<file path="src/rtl/regfile_pkg.sv">
// Shared constants and types for the integer register file.
package regfile_pkg;

  localparam int unsigned DEFAULT_DATA_W   = 32;
  localparam int unsigned DEFAULT_NUM_REGS = 32;
  localparam int unsigned DEFAULT_ADDR_W   = $clog2(DEFAULT_NUM_REGS);
  localparam int unsigned ZERO_REG         = 0;

  typedef logic [DEFAULT_ADDR_W-1:0] reg_addr_t;
  typedef logic [DEFAULT_DATA_W-1:0] reg_data_t;

endpackage

</file>
<file path="src/rtl/regfile_read_port.sv">
// One combinational read port: zero-register override, write bypass and busy lookup.
module regfile_read_port
  import regfile_pkg::*;
#(
  parameter int unsigned DATA_W   = DEFAULT_DATA_W,
  parameter int unsigned NUM_REGS = DEFAULT_NUM_REGS,
  parameter int unsigned BYPASS   = 1,
  localparam int unsigned ADDR_W  = $clog2(NUM_REGS)
) (
  input  logic [ADDR_W-1:0]   addr_i,
  input  logic [DATA_W-1:0]   regs_i [NUM_REGS],
  input  logic                we_i,
  input  logic [ADDR_W-1:0]   wr_i,
  input  logic [DATA_W-1:0]   wd_i,
  input  logic [NUM_REGS-1:0] busy_i,
  output logic [DATA_W-1:0]   data_o,
  output logic                busy_o
);

  logic hit;

  always_comb begin
    hit    = (BYPASS != 0) && we_i && (wr_i == addr_i);
    data_o = regs_i[addr_i];
    busy_o = busy_i[addr_i];
    if (addr_i == ADDR_W'(ZERO_REG)) begin
      data_o = '0;
      busy_o = 1'b0;
    end else if (hit) begin
      // The forwarded write retires the pending producer in this same cycle.
      data_o = wd_i;
      busy_o = 1'b0;
    end
  end

endmodule

</file>
<file path="src/rtl/regfile_scoreboard.sv">
// Parametrised register file with N read ports, write bypass and a per-register busy scoreboard.
module regfile_scoreboard
  import regfile_pkg::*;
#(
  parameter int unsigned DATA_W   = DEFAULT_DATA_W,
  parameter int unsigned NUM_REGS = DEFAULT_NUM_REGS,
  parameter int unsigned NUM_RD   = 2,
  parameter int unsigned BYPASS   = 1,
  localparam int unsigned ADDR_W  = $clog2(NUM_REGS),
  localparam int unsigned CNT_W   = ADDR_W + 1
) (
  input  logic                       clk,
  input  logic                       rst_n,
  input  logic [NUM_RD*ADDR_W-1:0]   rr,
  output logic [NUM_RD*DATA_W-1:0]   rd,
  output logic [NUM_RD-1:0]          rd_busy,
  input  logic                       we,
  input  logic [ADDR_W-1:0]          wr,
  input  logic [DATA_W-1:0]          wd,
  input  logic                       iss_valid,
  input  logic [ADDR_W-1:0]          iss_rd,
  input  logic                       flush,
  output logic [CNT_W-1:0]           busy_cnt
);

  logic [DATA_W-1:0]   regs_q [NUM_REGS];
  logic [NUM_REGS-1:0] busy_q, busy_d;
  logic [CNT_W-1:0]    busy_cnt_q, busy_cnt_d;
  logic                wr_en;

  assign wr_en = we && (wr != ADDR_W'(ZERO_REG));

  always_ff @(posedge clk) begin
    if (!rst_n) begin
      for (int unsigned i = 0; i < NUM_REGS; i++) begin
        regs_q[i] <= '0;
      end
    end else if (wr_en) begin
      regs_q[wr] <= wd;
    end
  end

  // Flush beats issue beats writeback; issue after write lets a new producer win.
  always_comb begin
    busy_d = busy_q;
    if (flush) begin
      busy_d = '0;
    end else begin
      if (we) busy_d[wr] = 1'b0;
      if (iss_valid) busy_d[iss_rd] = 1'b1;
    end
    busy_d[ZERO_REG] = 1'b0;

    busy_cnt_d = '0;
    for (int unsigned i = 0; i < NUM_REGS; i++) begin
      busy_cnt_d = busy_cnt_d + CNT_W'(busy_d[i]);
    end
  end

  always_ff @(posedge clk) begin
    if (!rst_n) begin
      busy_q     <= '0;
      busy_cnt_q <= '0;
    end else begin
      busy_q     <= busy_d;
      busy_cnt_q <= busy_cnt_d;
    end
  end

  assign busy_cnt = busy_cnt_q;

  for (genvar i = 0; i < NUM_RD; i++) begin : g_rd
    logic [DATA_W-1:0] port_data;
    logic              port_busy;

    regfile_read_port #(
      .DATA_W   (DATA_W),
      .NUM_REGS (NUM_REGS),
      .BYPASS   (BYPASS)
    ) u_read_port (
      .addr_i (rr[i*ADDR_W +: ADDR_W]),
      .regs_i (regs_q),
      .we_i   (we),
      .wr_i   (wr),
      .wd_i   (wd),
      .busy_i (busy_q),
      .data_o (port_data),
      .busy_o (port_busy)
    );

    assign rd[i*DATA_W +: DATA_W] = rst_n ? port_data : '0;
    assign rd_busy[i]             = rst_n & port_busy;
  end

endmodule

</file>
<file path="config.mk">
export PLATFORM = sky130hd
export DESIGN_NAME = regfile_scoreboard
export DESIGN_NICKNAME = d
export VERILOG_FILES = /design/src/rtl/regfile_pkg.sv /design/src/rtl/regfile_read_port.sv /design/src/rtl/regfile_scoreboard.sv
export SDC_FILE = /design/constraint.sdc
export NUM_CORES = 2
export LEC_CHECK = 0
export BUFFER_PORTS_ARGS = -buffer_cell sky130_fd_sc_hd__buf_2
export CORE_AREA = 2 2 402 404
export DETAILED_ROUTE_END_ITERATION = 10
export DIE_AREA = 0 0 404 406
export PLACE_DENSITY = 0.51
export RECOVER_POWER = 25
export SYNTH_ARGS = -nofsm -noshare
export SYNTH_HDL_FRONTEND = slang
export SYNTH_SLANG_ARGS = --single-unit
</file>
<file path="constraint.sdc">
create_clock -name clk -period 18.53 [get_ports clk]
set_clock_uncertainty 0.15 [all_clocks]
set_input_delay 1.853 -clock clk [delete_from_list [all_inputs] [get_ports clk]]
set_output_delay 1.853 -clock clk [all_outputs]
set_load 0.05 [all_outputs]
</file>
==> summary.md <==
| Metric | Value |
|---|---|
| H-Tree Depth | 3 |
| Cell Area, Placed | 57100 sq um |
| Core ar. | 160000 sq um |
| Final setup violation count | 0 |
| DRC viols | 0 |
| Initial Util | 34.8% |
| Mapped cell area | 55600 sq um |
| Root Driver | clkbuf_16 |
| Post-CTS Hold Buffers | 0 |
| Synth unique cells | 59 |
| Cts bufs inserted | 117 |
| Logic pwr share | 9.7% |
| Cell Int Power | 3820 uW |
| Layout cell share with drive strength beyond 1 | 14.5% |
| Initial antenna violation count | 14 |
| Max Cap Viol | 4 |
| Port bufs | 128 |
| Vias | 49.8k |
| Synthesis-stage register bit count | 1061 |
| Count of pins over their slew limit | 255 |
| Reg power frac | 44.0% |
| Drt pass-1 iters | 6 |
| Reg area | 21200 sq um |
| Grt ovf | 0 |
| Max VDD drop | 0.0836 mV |
| Crit-path cells | buf_2, clkbuf_1, inv_8, nor3b_2, buf_4, o211ai_1, a41oi_1, buf_2 |
| Worst Hold Class | register to register |
| Area Overhead vs Synth | 9.81% |
| Drt via density | 5.91 |
| # fillers | 16.0k |
| Mapped Cells | 6552 |
| CP Data Arrival Time | 8350 ps |
| DIE AREA | 164000 sq um |
| Commonest non-fill, non-tap cells in the layout | 2083 x nand2_1, 1061 x a21oi_1, 1061 x dfxtp_1 |
| Failing checks | capacitance limit, slew limit |
| Switch share | 27.2% |
| DP HPWL | 132000 um |
| Tcrit/Tclk final | 55.8% |
| # rows | 147 |
| Most frequent cell on the critical path | buf_2 |
| Final Cell Area | 61000 sq um |
| Sequential share of the synthesized area | 38.2% |
| Outcome | complete, but fails checks |
| Setup_tns | 0 ps |
| Worst slew pin tran | 4280 ps |
| Crit Path Max Fanout | 131 |
| Crit-path max cell delay | 2800 ps |
| Largest net degree at the start of global routing | 193 |
| P_leak | 0.0203 uW |
| Setup repair bufs after CTS | 0 |
| All-layer global routing usage | 27.5% |
| Mean Syn Cell Area | 8.48 sq um |
| Commonest non-fill, non-tap cell in the layout | nand2_1 |
| GP Congestion | 0.909 |
| CP Data Required Time | 16530 ps |
| Clock Sink Count | 1061 |
| RSZ-0062 raised after global routing | false |
| Routed wire per std cell | 27.5 um |
| F_max | 96.6 MHz |
| Net Sw Power | 1420 uW |
| Post-route ant nets | 0 |
| Ys async rst share | 0% |
| CP bufs+invs | 5 |
| CTS Buffer Depth | 3 |
| DRT Wirelength | 232000 um |
| Vias in the first global route | 47.4k |
| Die X | 404 um |
| Crit-path slowest cell | clkbuf_1 |
| Clock power frac | 46.2% |
| Number of synthesized flops with an enable pin | 0 |
| CTS clk-pin slew, worst paths | 60 ps |
| CP startpoint kind | primary input |
| Final hold violations | 0 |
| Commonest register cell after synthesis | dfxtp_1 |
| Area of the multi-input gates | 31500 sq um |
| Synth Net Count | 6639 |
| Minimum clock period | 10350 ps |
| Worst-Skew Late Latency | 750 ps |
| Yosys warning count | 0 |
| Die height | 406 um |
| DR iter-0 viols | 5348 |
| NumNets Final | 6320 |
| WS Path Type | primary input to primary output |
| CP endpoint kind | primary output |
| Post-CTS resize count | 0 |
| Critical path's top delay family | buffers and inverters |
| Max-slew headroom | -185% |
| Wire length of the first global-routing pass | 335000 um |
| # IOs | 129 |
| Pwr Density | 85.9 nW/um^2 |
| CTS tree | built |
==> final timing paths <==
path | start | slack (ps) | cells past startpoint | end
min reg2reg | regs_q[915] | 310 | 2 | regs_q[915]
max reg2reg | busy_q[18] | 12830 | 17 | busy_cnt[4]
max | rst_n | 8180 | 8 | rd[22]
min | regs_q[915] | 310 | 2 | regs_q[915]
==> worst register-to-register path, cell delays in order (launching register included) <==
cell     delay [ps]
dfxtp_1         360
a22oi_1          80
or2_2           350
fa_1            520
fa_1            490
inv_1            50
fa_1            470
inv_1            50
fa_1            510
fa_1            430
fa_1            490
inv_1            50
fa_1            400
fa_1            470
a21o_1          200
a21oi_1         170
xor2_1          170
nor2_1           50
==> per-layer routing <==
metal	GRT usage, %	share of wire, %	vias to the layer above	wire length [um]
li1	-	-	22100	-
met1	36.2	41	24700	95000
met2	43.9	46	2371	106000
met3	5.39	8.8	522	20400
met4	11.6	4.2	10	9780
met5	0.565	0.079	-	182
==> synthesized netlist by cell type (6+ instances only) <==
cell,n,share of area (%)
a211oi_1,36,0.49
a21oi_1,1061,9.6
a22o_1,29,0.46
a22oi_1,162,2.2
a31oi_1,9,0.10
a41oi_1,24,0.38
and2_1,41,0.46
and3_1,6,0.068
and3b_1,7,0.11
buf_1,15,0.10
buf_2,112,1.0
buf_4,59,0.80
buf_6,20,0.41
clkbuf_1,472,3.2
clkbuf_2,7,0.063
dfxtp_1,1061,38
fa_1,23,0.83
ha_1,7,0.16
inv_1,25,0.17
mux2_2,36,0.73
mux2i_1,346,6.2
mux4_2,364,15
nand2_1,2112,14
nand2b_1,15,0.17
nand3_1,96,0.86
nand3b_1,9,0.12
nor2_1,111,0.75
nor2b_1,47,0.53
nor3_1,62,0.56
nor3b_1,9,0.12
o211ai_1,24,0.32
o21ai_0,24,0.22
o22ai_1,44,0.50
o32a_1,11,0.20
or2_2,13,0.15
xor2_1,9,0.14
==> kinds of logic after synthesis <==
| kind of cell | after synthesis | share of synthesized area, % |
|---|---|---|
| buffers and inverters | 711 | 5.74 |
| xor gates and xnor gates | 12 | 0.189 |
| muxes | 746 | 21.7 |
| AOI/OAI and AO/OA | 1445 | 14.7 |
| and+or+nand+nor | 2547 | 18.4 |
| adders and majority gates | 30 | 0.986 |
| DFF | 1061 | 38.2 |
==> registers in the layout, indices dropped and copies added (netlist names) <==
register / count
busy_cnt: 6
busy_q: 31
regs_q: 1024
==> per-stage QoR <==
stage | setup slack [ps] | hold WS [ps] | std cells | utilization (%) | total power (uW)
after global placement | 8950 | 299 | 8200 | 35.8 | 2860
after floorplan | 10710 | 292 | 6552 | - | 2690
after global routing | 8250 | 330 | 8418 | 38.2 | 5370
after CTS | 9730 | 316 | 8417 | 38.2 | 5260
after detailed placement | 8950 | 308 | 8200 | 35.8 | 2860
final | 8180 | 314 | 8419 | 38.2 | 5240
==> layout make-up <==
cell class | count | area share, %
Multi-Input combinational cell | 4780 | 51.6
Sequential cell | 1061 | 34.8
Clock buffer | 181 | 5.72
Tap cell | 2086 | 4.28
Timing Repair Buffer | 247 | 2.68
Clock inverter | 36 | 0.707
Inverter | 26 | 0.172
Antenna cell | 2 | 0.00820
==> power by group through the flow <==
stage	sequential [uW]	combinational, uW	clock (uW)
detailed placement	2360	501	0
CTS	2310	501	2450
floorplan	2360	331	0
global route	2310	528	2540
global placement	2360	500	0
finish	2310	511	2420
(Power assumes the default switching activity.)
